**src/rtl/alu_sequencer.sv**
```systemverilog
// Command front end for the 8-bit bitslice ALU array: holds each slice op for a
// settle window before capture, and sequences MUL as shift-and-add over AND-lsb/ADD ops.
module alu_sequencer #(
  parameter int unsigned SETTLE = 2
) (
  input  logic        clk,
  input  logic        rst_n,
  input  logic        cmd_valid,
  output logic        cmd_ready,
  input  logic [3:0]  cmd_op,
  input  logic [7:0]  cmd_a,
  input  logic [7:0]  cmd_b,
  input  logic        cmd_cin,
  output logic [7:0]  slc_x,
  output logic [7:0]  slc_y,
  output logic [3:0]  slc_op,
  output logic        slc_cin,
  output logic        slc_cin2c,
  output logic        slc_lsb_y,
  input  logic [7:0]  slc_z,
  input  logic        slc_cout,
  output logic        rsp_valid,
  input  logic        rsp_ready,
  output logic [15:0] rsp_result,
  output logic        rsp_carry
);

  localparam logic [3:0] OP_ADD  = 4'b0000;
  localparam logic [3:0] OP_ANDL = 4'b0101;
  localparam logic [3:0] OP_CPL  = 4'b1000;
  localparam logic [3:0] OP_MUL  = 4'b1001;
  localparam logic [3:0] LAST    = 4'(SETTLE);

  typedef enum logic [2:0] {IDLE, SLICE, MUL_AND, MUL_ADD, RESP} state_e;

  state_e      state_q, state_d;
  logic [3:0]  cnt_q, cnt_d;
  logic [2:0]  idx_q, idx_d;
  logic [7:0]  a_q, a_d;
  logic [7:0]  b_q, b_d;
  logic [7:0]  acc_hi_q, acc_hi_d;
  logic [7:0]  acc_lo_q, acc_lo_d;
  logic [7:0]  slc_x_q, slc_x_d;
  logic [7:0]  slc_y_q, slc_y_d;
  logic [3:0]  slc_op_q, slc_op_d;
  logic        slc_cin_q, slc_cin_d;
  logic        slc_cin2c_q, slc_cin2c_d;
  logic        slc_lsb_y_q, slc_lsb_y_d;
  logic [15:0] res_q, res_d;
  logic        carry_q, carry_d;
  logic        last;
  logic [2:0]  idx_nx;

  always_ff @(posedge clk or negedge rst_n) begin
    if (!rst_n) begin
      state_q     <= IDLE;
      cnt_q       <= '0;
      idx_q       <= '0;
      a_q         <= '0;
      b_q         <= '0;
      acc_hi_q    <= '0;
      acc_lo_q    <= '0;
      slc_x_q     <= '0;
      slc_y_q     <= '0;
      slc_op_q    <= '0;
      slc_cin_q   <= 1'b0;
      slc_cin2c_q <= 1'b0;
      slc_lsb_y_q <= 1'b0;
      res_q       <= '0;
      carry_q     <= 1'b0;
    end else begin
      state_q     <= state_d;
      cnt_q       <= cnt_d;
      idx_q       <= idx_d;
      a_q         <= a_d;
      b_q         <= b_d;
      acc_hi_q    <= acc_hi_d;
      acc_lo_q    <= acc_lo_d;
      slc_x_q     <= slc_x_d;
      slc_y_q     <= slc_y_d;
      slc_op_q    <= slc_op_d;
      slc_cin_q   <= slc_cin_d;
      slc_cin2c_q <= slc_cin2c_d;
      slc_lsb_y_q <= slc_lsb_y_d;
      res_q       <= res_d;
      carry_q     <= carry_d;
    end
  end

  always_comb begin
    state_d     = state_q;
    cnt_d       = cnt_q;
    idx_d       = idx_q;
    a_d         = a_q;
    b_d         = b_q;
    acc_hi_d    = acc_hi_q;
    acc_lo_d    = acc_lo_q;
    slc_x_d     = slc_x_q;
    slc_y_d     = slc_y_q;
    slc_op_d    = slc_op_q;
    slc_cin_d   = slc_cin_q;
    slc_cin2c_d = slc_cin2c_q;
    slc_lsb_y_d = slc_lsb_y_q;
    res_d       = res_q;
    carry_d     = carry_q;
    last        = (cnt_q == LAST);
    idx_nx      = idx_q + 3'd1;

    case (state_q)
      IDLE: begin
        if (cmd_valid) begin
          a_d   = cmd_a;
          b_d   = cmd_b;
          cnt_d = '0;
          if (cmd_op == OP_MUL) begin
            state_d     = MUL_AND;
            acc_hi_d    = '0;
            acc_lo_d    = '0;
            idx_d       = '0;
            slc_x_d     = cmd_a;
            slc_op_d    = OP_ANDL;
            slc_lsb_y_d = cmd_b[0];
            slc_cin_d   = 1'b0;
            slc_cin2c_d = 1'b0;
          end else begin
            state_d     = SLICE;
            slc_x_d     = cmd_a;
            slc_y_d     = cmd_b;
            slc_op_d    = cmd_op;
            slc_cin_d   = cmd_cin;
            slc_cin2c_d = (cmd_op == OP_CPL);
            slc_lsb_y_d = 1'b0;
          end
        end
      end
      SLICE: begin
        if (last) begin
          res_d   = {8'h00, slc_z};
          carry_d = slc_cout;
          state_d = RESP;
        end else begin
          cnt_d = cnt_q + 4'd1;
        end
      end
      MUL_AND: begin
        // The settled AND-lsb result is the partial product; it goes straight onto y.
        if (last) begin
          cnt_d       = '0;
          state_d     = MUL_ADD;
          slc_op_d    = OP_ADD;
          slc_x_d     = acc_hi_q;
          slc_y_d     = slc_z;
          slc_cin_d   = 1'b0;
          slc_lsb_y_d = 1'b0;
        end else begin
          cnt_d = cnt_q + 4'd1;
        end
      end
      MUL_ADD: begin
        if (last) begin
          cnt_d    = '0;
          acc_hi_d = {slc_cout, slc_z[7:1]};
          acc_lo_d = {slc_z[0], acc_lo_q[7:1]};
          idx_d    = idx_nx;
          if (idx_q == 3'd7) begin
            state_d = RESP;
            res_d   = {slc_cout, slc_z, acc_lo_q[7:1]};
            carry_d = 1'b0;
          end else begin
            state_d     = MUL_AND;
            slc_op_d    = OP_ANDL;
            slc_x_d     = a_q;
            slc_lsb_y_d = b_q[idx_nx];
          end
        end else begin
          cnt_d = cnt_q + 4'd1;
        end
      end
      RESP: begin
        if (rsp_ready) state_d = IDLE;
      end
      default: state_d = IDLE;
    endcase
  end

  assign cmd_ready  = (state_q == IDLE);
  assign rsp_valid  = (state_q == RESP);
  assign rsp_result = res_q;
  assign rsp_carry  = carry_q;
  assign slc_x      = slc_x_q;
  assign slc_y      = slc_y_q;
  assign slc_op     = slc_op_q;
  assign slc_cin    = slc_cin_q;
  assign slc_cin2c  = slc_cin2c_q;
  assign slc_lsb_y  = slc_lsb_y_q;

endmodule

```
**config.mk**
```make
export PLATFORM = sky130hd
export DESIGN_NAME = alu_sequencer
export DESIGN_NICKNAME = d
export VERILOG_FILES = /design/src/rtl/alu_sequencer.sv
export SDC_FILE = /design/constraint.sdc
export NUM_CORES = 1
export LEC_CHECK = 0
export ABC_AREA = 0
export CAP_MARGIN = 10
export CORE_ASPECT_RATIO = 1.75
export CORE_UTILIZATION = 45
export DETAILED_ROUTE_END_ITERATION = 10
export PLACE_DENSITY_LB_ADDON = 0.1
export RECOVER_POWER = 25
export SLEW_MARGIN = 20
export SYNTH_ARGS = -nofsm -noshare
export SYNTH_HDL_FRONTEND = slang
export SYNTH_SLANG_ARGS = --single-unit
```
**constraint.sdc**
```tcl
create_clock -name clk -period 2.4 [get_ports clk]
set_input_delay 0.72 -clock clk [delete_from_list [all_inputs] [get_ports clk]]
set_output_delay 0.72 -clock clk [all_outputs]
set_load 0.01 [all_outputs]
```
==> flow_summary.json, run 1 <==
{
  "gp_congestion": 0.7369,
  "synth_top_area_cell": "dfrtp_1",
  "ff2ff_path_depth": 5,
  "syn2layout_area_growth_pct": 33.57,
  "drc_errors": 10,
  "cp_cell_sequence": "nor3_2, clkdlybuf4s50_1",
  "cts.sinks": 81,
  "min_from": "rsp_result[15]",
  "wire_per_inst_um": 16.94,
  "p_sw_frac": 0.3155,
  "p_int_mw": 4.369,
  "pre_cts_slack_ns": 0.01116,
  "p_sw_mw": 2.014,
  "worstHoldPathCells": 2,
  "synth_area_per_cell_um2": 12.21,
  "r2r-end": "slc_op[3]",
  "syn_nets": 343,
  "synth-seq-cells": 81,
  "r2r_start": "cnt_q[0]",
  "syn_inst": 305,
  "cts_tree": "yes",
  "drtAntennaViolNets": 0,
  "period_share": 0.9882,
  "use_met3": 0.04023,
  "dp.cells": 473,
  "cp_max_fo": 9,
  "p_per_area_nw_per_um2": 1283,
  "rsz0062_at_grt": "yes",
  "outcome": "finished, violations left",
  "reg2reg_slack_ns": 0.13,
  "slew_headroom": 0.3313,
  "start_util": 0.4676,
  "hold_viol": 0,
  "grt_max_degree": 41,
  "setup_tns_ns": 0,
  "grt_pass1_vias": 2670,
  "whs_endpoint": "rsp_result[15]",
  "path_class": "reg -> out",
  "slew_viol_final": 0,
  "grt_antenna_before_repair": 0,
  "syn_area_um2": 3724,
  "drt_wl_total_um": 8300,
  "grt_pass1_wl_um": 13640,
  "grt_busiest_layer": "met2",
  "die_w_um": 70.76,
  "violations": "DRC",
  "crit_slowest_cell": "clkdlybuf4s50_1",
  "grt.met2_usage": 0.3564,
  "gr-usage-met1": 0.2627,
  "setup_viol": 0,
  "cap_violations": 0,
  "root_buffer": "clkbuf_16",
  "arrival_ns": 1.65,
  "period_minus_slack_ns": 2.372,
  "leakage_nw": 2.224,
  "io_buffer_count": 75,
  "worstPathBufferInverterCount": 1,
  "hpwl_um": 6051,
  "worstMarginPinSlew_ns": 1.003,
  "yosysUniqueCellTypes": 42,
  "worst_clock_skew_ns": 0.005741,
  "worst_setup_path_end_kind": "primary output",
  "synth_commonest_cells": "dfrtp_1, nand2_1, mux2_2",
  "die_y_um": 122.3,
  "netlist.area_leader.share": 0.5444,
  "gr-total-overflow": 0,
  "crit_family": "buffers and inverters",
  "ys_seq_area_frac": 0.5444,
  "seqPwrFrac": 0.363,
  "hold_class": "reg -> reg",
  "finalNonFillerCells": 490,
  "postCtsHoldBufs": 0,
  "synth.most_common_cell": "dfrtp_1",
  "clk_path_buf_depth": 2,
  "synth.area.top_cells": "dfrtp_1, mux2_2, mux2i_1, nand2_1, a22o_1",
  "first_pass_iters": 7,
  "clk_pin_slew_ns": 0.06,
  "power_frac_comb": 0.415,
  "fin_nets": 433,
  "clock_latency_ns": 0.33,
  "synth_warnings": 0,
  "fin_ws_ns": 0.02843,
  "track_usage": 0.2085,
  "fp.coreArea_um2": 7963,
  "cts_buffers": 9,
  "fmax_ghz": 0.4217,
  "antenna_cells": 0,
  "rows": 43,
  "cp.required_ns": 1.68,
  "drt_iter0_drc": 197,
  "async_flop_share": 1.000,
  "irDropWorstVdd_uv": 650.9,
  "via_per_inst": 5.427,
  "drive_gt1_frac": 0.2175,
  "pwr-share-clk": 0.222,
  "max_stage_delay_ns": 0.58,
  "synth_edf_count": 0,
  "cp-start-kind": "register",
  "dieArea_um2": 8656,
  "synth-main-ff-cell": "dfrtp_1",
  "io_pins": 76,
  "vias": 2659,
  "htree_num_levels": 3
}
per-layer routing:
layer,vias up,share of wire,routed length (µm)
li1,1275,-,-
met1,1320,0.43,3606
met2,54,0.52,4293
met3,10,0.033,273
met4,0,0.015,127
met5,-,0,0
repair_timing:
item,4_1_cts,5_1_grt
pin swaps,0,1
endpoints found under the setup margin,1,8
buffers inserted,0,1
gates resized for setup,2,0
cell type report:
class / count / area [µm²]
fillers: 681 / 2989
flip-flops and latches: 81 / 2028
multi-input cells: 204 / 1589
repair buffers: 95 / 918.4
clock buffers: 9 / 225.2
well taps: 90 / 112.6
clock inverters: 7 / 85.08
inverters: 4 / 15.01
worst max path at each step:
stage                           from   endpoint  slack, ns  cells after the start
after global placement     cmd_op[1]   slc_y[5]       0.04                      6
after detailed placement   cmd_op[1]   slc_y[5]       0.01                      6
after CTS                 state_q[0]  cmd_ready       0.03                      2
after floorplan            cmd_op[2]   slc_y[0]       0.37                      4
after global routing      state_q[0]  cmd_ready     -0.009                      2
final                     state_q[0]  cmd_ready       0.03                      2
worst reg2reg max path: stages, from the launching register on:
cell	delay [ns]
dfrtp_1	0.42
inv_1	0.08
ha_1	0.18
or3b_4	0.43
o31ai_4	0.63
mux2_2	0.42
power groups by stage:
stage | sequential [mW] | combinational [mW] | clock [mW]
detailed placement | 2.34 | 2.65 | 0
floorplan | 2.38 | 1.51 | 0
CTS | 2.33 | 2.67 | 1.45
global route | 2.40 | 2.89 | 1.50
global placement | 2.32 | 2.61 | 0
finish | 2.32 | 2.65 | 1.42
through the flow:
step / util / hold slack, ns / total power, mW / cell area, µm²
after floorplan: - / 0.4244 / 3.881 / 3724
after global placement: 0.5861 / 0.4661 / 4.927 / 4667
after detailed placement: 0.5861 / 0.4737 / 4.992 / 4667
after CTS: 0.6259 / 0.3793 / 6.445 / 4984
after global routing: 0.6246 / 0.5067 / 6.795 / 4974
final: 0.6246 / 0.4803 / 6.383 / 4974
registers in the layout, summed over array words and instances (netlist names):
signal,count
rsp_carry,1
state_q,3
cnt_q,4
b_q,8
slc_op,4
idx_q,3
acc_hi_q,8
slc_x,8
slc_y,8
slc_cin,1
a_q,8
acc_lo_q,7
slc_lsb_y,1
slc_cin2c,1
rsp_result,16
cells in the final DEF (no fill, tap or decap), types with 4 or more instances in the layout:
cell type and instances:
o21ai_0 28, clkinv_2 5, clkbuf_16 9, a22o_1 17
mux2_1 8, nand3_1 5, nor2_1 6, clkdlybuf4s50_1 74
ha_1 4, nand2_1 44, mux2_2 38, dfrtp_1 80
buf_4 17, inv_1 4, mux2i_1 18
logic make-up after synthesis:
group,count (synthesis),synth area share
DFF,81,0.5444
and+or+nand+nor,74,0.09678
muxes,66,0.1996
AOI/OAI and AO/OA,59,0.1132
buffers and inverters,20,0.03024
adders and majority gates,4,0.01344
xor gates and xnor gates,1,0.002353
No activity file was read; power rests on OpenSTA's default activity.
==> inputs of run 2 (changes only) <==
--- a/config.mk
+++ b/config.mk
@@ -6,13 +6,14 @@
 export NUM_CORES = 1
 export LEC_CHECK = 0
 export ABC_AREA = 0
-export CAP_MARGIN = 10
+export CAP_MARGIN = 20
 export CORE_ASPECT_RATIO = 1.75
 export CORE_UTILIZATION = 45
 export DETAILED_ROUTE_END_ITERATION = 10
+export MAX_ROUTING_LAYER = met4
 export PLACE_DENSITY_LB_ADDON = 0.1
 export RECOVER_POWER = 25
-export SLEW_MARGIN = 20
+export SLEW_MARGIN = 40
 export SYNTH_ARGS = -nofsm -noshare
 export SYNTH_HDL_FRONTEND = slang
 export SYNTH_SLANG_ARGS = --single-unit
==> run 2 against run 1 <==
The flow still finishes with violations (DRC). Sequential power about the same. Combinational power about the same. Cell count unchanged. Largest cell class unchanged.
==> flow_summary.json, run 2 (same netlist as run 1, synthesis figures left out) <==
{
  "drive_gt1_frac": 0.2175,
  "worstHoldPathCells": 2,
  "cp-start-kind": "register",
  "drt_iter0_drc": 184,
  "worst_clock_skew_ns": 0.006049,
  "arrival_ns": 1.63,
  "cp.required_ns": 1.68,
  "wire_per_inst_um": 17.01,
  "p_int_mw": 4.370,
  "setup_viol": 0,
  "fin_nets": 433,
  "drt_wl_total_um": 8333,
  "track_usage": 0.2152,
  "hpwl_um": 6051,
  "irDropWorstVdd_uv": 649.5,
  "root_buffer": "clkbuf_16",
  "rows": 43,
  "ff2ff_path_depth": 5,
  "p_sw_frac": 0.3154,
  "period_share": 0.9775,
  "gp_congestion": 0.7460,
  "via_per_inst": 5.431,
  "leakage_nw": 2.224,
  "pwr-share-clk": 0.222,
  "grt_pass1_wl_um": 13660,
  "vias": 2661,
  "die_y_um": 122.3,
  "dp.cells": 473,
  "cts_buffers": 9,
  "syn2layout_area_growth_pct": 33.57,
  "first_pass_iters": 7,
  "io_buffer_count": 75,
  "grt_pass1_vias": 2676,
  "fmax_ghz": 0.4262,
  "cts_tree": "yes",
  "drtAntennaViolNets": 0,
  "gr-total-overflow": 0,
  "grt_antenna_before_repair": 0,
  "slew_viol_final": 0,
  "r2r_start": "cnt_q[0]",
  "seqPwrFrac": 0.363,
  "period_minus_slack_ns": 2.346,
  "worstMarginPinSlew_ns": 1.021,
  "drc_errors": 10,
  "setup_tns_ns": 0,
  "cap_violations": 0,
  "grt_max_degree": 41,
  "hold_viol": 0,
  "path_class": "reg -> out",
  "wl_met3_um": 272,
  "start_util": 0.4676,
  "cts.sinks": 81,
  "antenna_cells": 0,
  "min_from": "rsp_result[15]",
  "postCtsHoldBufs": 0,
  "slew_headroom": 0.3195,
  "finalNonFillerCells": 490,
  "violations": "DRC",
  "die_w_um": 70.76,
  "htree_num_levels": 3,
  "clock_latency_ns": 0.33,
  "layout_commonest_cell": "dfrtp_1",
  "dieArea_um2": 8656,
  "crit_start": "state_q[0]",
  "met1_length_um": 3606,
  "route.met2.wl_um": 4347,
  "io_pins": 76,
  "cp_max_fo": 8,
  "hold_class": "reg -> reg",
  "routed.top_layer": "met4",
  "outcome": "finished, violations left",
  "worst_setup_path_end_kind": "primary output",
  "rsz0062_at_grt": "no",
  "power_frac_comb": 0.415,
  "largest_reg_flops": 16,
  "fp.coreArea_um2": 7963,
  "p_per_area_nw_per_um2": 1283,
  "clk_path_buf_depth": 2,
  "p_sw_mw": 2.013,
  "clk_pin_slew_ns": 0.06,
  "final_cell_mix": "dfrtp_1, clkdlybuf4s50_1, nand2_1"
}
==> run 2: power groups by stage <==
stage | clock (mW) | combinational, mW | sequential, mW
6_report | 1.42 | 2.65 | 2.31
5_1_grt | 1.50 | 2.90 | 2.39
4_1_cts | 1.45 | 2.67 | 2.33
3_5_place_dp | 0 | 2.65 | 2.34
3_3_place_gp | 0 | 2.61 | 2.32
2_1_floorplan | 0 | 1.51 | 2.38
==> run 2: repair_timing <==
| action | in CTS | in global routing |
|---|---|---|
| endpoints found under the setup margin | 1 | 8 |
| pin swaps | 0 | 1 |
| resized for setup | 2 | 0 |
| setup buffers | 0 | 1 |
==> run 2: path summary, 6_finish.rpt <==
| path | to | slack (ns) |
|---|---|---|
| worst max-delay path | cmd_ready | 0.05 |
| worst max register to register | slc_op[3] | 0.12 |
| min in group asynchronous | cnt_q[0] | 0.55 |
| worst min-delay path | rsp_result[15] | 0.48 |
| worst min register to register | rsp_result[15] | 0.48 |
| max in group asynchronous | a_q[7] | 0.56 |
==> run 2: critical path, cell delays in order (launching register included) <==
cell	delay, ns
dfrtp_2	0.46
nor3_2	0.26
clkdlybuf4s50_1	0.58
==> run 2: layout make-up <==
class | instances | area, µm²
fill | 684 | 2989
multi-input combinational | 204 | 1589
clock inverter | 7 | 85.08
inverter | 4 | 15.01
sequential | 81 | 2028
tap | 90 | 112.6
timing repair buffer | 95 | 918.4
clock buffer | 9 | 225.2
==> run 2: metrics by stage <==
stage	cell area, µm²	power (mW)	hold slack [ns]	util	worst slack, ns
6_report	4974	6.383	0.4803	0.6246	0.05395
5_1_grt	4974	6.798	0.5067	0.6246	0.005422
4_1_cts	4984	6.445	0.3793	0.6259	0.03078
3_5_place_dp	4667	4.992	0.4737	0.5861	0.01116
3_3_place_gp	4667	4.927	0.4661	0.5861	0.03903
2_1_floorplan	3724	3.881	0.4244	-	0.3724
==> run 2: routing by layer <==
metal | vias up | GRT usage
li1 | 1277 | -
met1 | 1312 | 0.2621
met2 | 64 | 0.3582
met3 | 8 | 0.04105
met4 | 0 | 0.07500
met5 | - | -
==> inputs of run 3 (changes only) <==
==> constraint.sdc (replaced) <==
create_clock -name clk -period 2.4 [get_ports clk]
set_input_delay 0.48 -clock clk [delete_from_list [all_inputs] [get_ports clk]]
set_output_delay 0.48 -clock clk [all_outputs]
set_load 0.01 [all_outputs]
==> run 3 against run 2 <==
The flow still finishes with violations (DRC). Largest power group unchanged. Combinational power shrank 3%. Via count shrank 0.38%. Power is 3.8% lower. Register-to-register slack better by 0.19 ns.
==> flow_summary.json, run 3 (same netlist as run 1, synthesis figures left out) <==
{
  "drt_wl_total_um": 8252,
  "hold_class": "in -> async",
  "pwr-share-clk": 0.200,
  "syn2layout_area_growth_pct": 30.54,
  "slew_viol_final": 0,
  "worst_clock_skew_ns": 0.005514,
  "setup_viol": 0,
  "outcome": "finished, violations left",
  "first_pass_iters": 9,
  "via_per_inst": 5.489,
  "grt_antenna_before_repair": 0,
  "fmax_ghz": 0.4547,
  "drc_errors": 10,
  "period_minus_slack_ns": 2.199,
  "antenna_cells": 0,
  "grt.met2_usage": 0.3534,
  "postCtsHoldBufs": 0,
  "grt_busiest_layer": "met2",
  "drt_iter0_drc": 149,
  "path_class": "reg -> out",
  "fin_ws_ns": 0.2006,
  "pre_cts_slack_ns": 0.1987,
  "use_met3": 0.02463,
  "irDropWorstVdd_uv": 581.1,
  "root_buffer": "clkbuf_16",
  "setup_tns_ns": 0,
  "period_share": 0.9164,
  "layout_commonest_cell": "dfrtp_1",
  "rows": 43,
  "hold_viol": 0,
  "worstMarginPinSlew_ns": 1.198,
  "fin_nets": 427,
  "die_w_um": 70.76,
  "drive_gt1_frac": 0.1934,
  "cts.sinks": 81,
  "p_int_mw": 4.139,
  "grt_pass1_vias": 2654,
  "cts_tree": "yes",
  "arrival_ns": 1.72,
  "clk_pin_slew_ns": 0.06,
  "cp_max_fo": 14,
  "gp_congestion": 0.7574,
  "die_y_um": 122.3,
  "leakage_nw": 2.161,
  "htree_num_levels": 3,
  "postCtsSetupBuffers": 0,
  "io_buffer_count": 75,
  "seqPwrFrac": 0.383,
  "fillerInstances": 683,
  "start_util": 0.4676,
  "dieArea_um2": 8656,
  "grt_max_degree": 49,
  "cts_buffers": 9,
  "slew_headroom": 0.2012,
  "final_cell_mix": "dfrtp_1, clkdlybuf4s50_1, nand2_1",
  "cp-start-kind": "register",
  "p_sw_mw": 1.999,
  "hpwl_um": 6002,
  "fp.coreArea_um2": 7963,
  "track_usage": 0.2166,
  "clk_path_buf_depth": 2,
  "worst_setup_path_end_kind": "primary output",
  "fin_hold_ws_ns": 0.3736,
  "largest_reg_flops": 16,
  "cap_violations": 0,
  "clock_latency_ns": 0.34,
  "dp.cells": 468,
  "finalNonFillerCells": 483,
  "p_sw_frac": 0.3256,
  "drtAntennaViolNets": 0,
  "power_frac_comb": 0.417,
  "grt_pass1_wl_um": 13570,
  "io_pins": 76,
  "p_per_area_nw_per_um2": 1263,
  "gr-usage-met1": 0.2636,
  "cp.required_ns": 1.92,
  "power_mw": 6.138,
  "wire_per_inst_um": 17.08,
  "vias": 2651,
  "violations": "DRC",
  "ctsResizeCount": 0,
  "rsz0062_at_grt": "no",
  "gr-total-overflow": 0
}
[run 3: metal layers]
| layer | vias up | share of wire | wire [µm] |
|---|---|---|---|
| li1 | 1262 | - | - |
| met2 | 66 | 0.53 | 4345 |
| met5 | - | 0 | 0 |
| met1 | 1311 | 0.41 | 3414 |
| met4 | 0 | 0.026 | 214 |
| met3 | 12 | 0.034 | 278 |
[run 3: layout make-up]
| class | count | area [µm²] | area share |
|---|---|---|---|
| Timing Repair Buffer | 89 | 859.6 | 0.1768 |
| Tap cell | 90 | 112.6 | 0.02317 |
| Inverter | 4 | 15.01 | 0.003089 |
| Clock inverter | 4 | 20.02 | 0.004118 |
| Multi-Input combinational cell | 204 | 1584 | 0.3259 |
| Sequential cell | 81 | 2027 | 0.4170 |
| Clock buffer | 11 | 242.7 | 0.04994 |
[run 3: critical path, stage by stage (launching register included)]
cell             delay, ns
dfrtp_1               0.52
nor3_1                0.27
clkdlybuf4s50_1       0.59
[run 3: through the flow]
stage / area, µm² / util
final: 4861 / 0.6105
after detailed placement: 4604 / 0.5783
after global routing: 4861 / 0.6105
after floorplan: 3724 / -
after CTS: 4867 / 0.6113
after global placement: 4604 / 0.5783
[run 3: final timing paths]
kind	cells past startpoint	slack [ns]	to	startpoint
worst max-delay path	2	0.20	cmd_ready	state_q[1]
worst min-delay path	1	0.37	cnt_q[2]	rst_n
worst max register to register	7	0.31	slc_x[3]	cnt_q[0]
worst min register to register	1	0.48	slc_x[0]	slc_x[0]
max in group asynchronous	2	0.94	slc_y[4]	rst_n
min in group clk	1	0.48	slc_x[0]	slc_x[0]
[run 3: power by group through the flow]
| stage | Sequential [mW] | Clock (mW) | Combinational (mW) |
|---|---|---|---|
| CTS | 2.37 | 1.25 | 2.59 |
| global placement | 2.36 | 0 | 2.53 |
| finish | 2.35 | 1.23 | 2.56 |
| global route | 2.43 | 1.31 | 2.79 |
| floorplan | 2.38 | 0 | 1.51 |
| detailed placement | 2.38 | 0 | 2.57 |
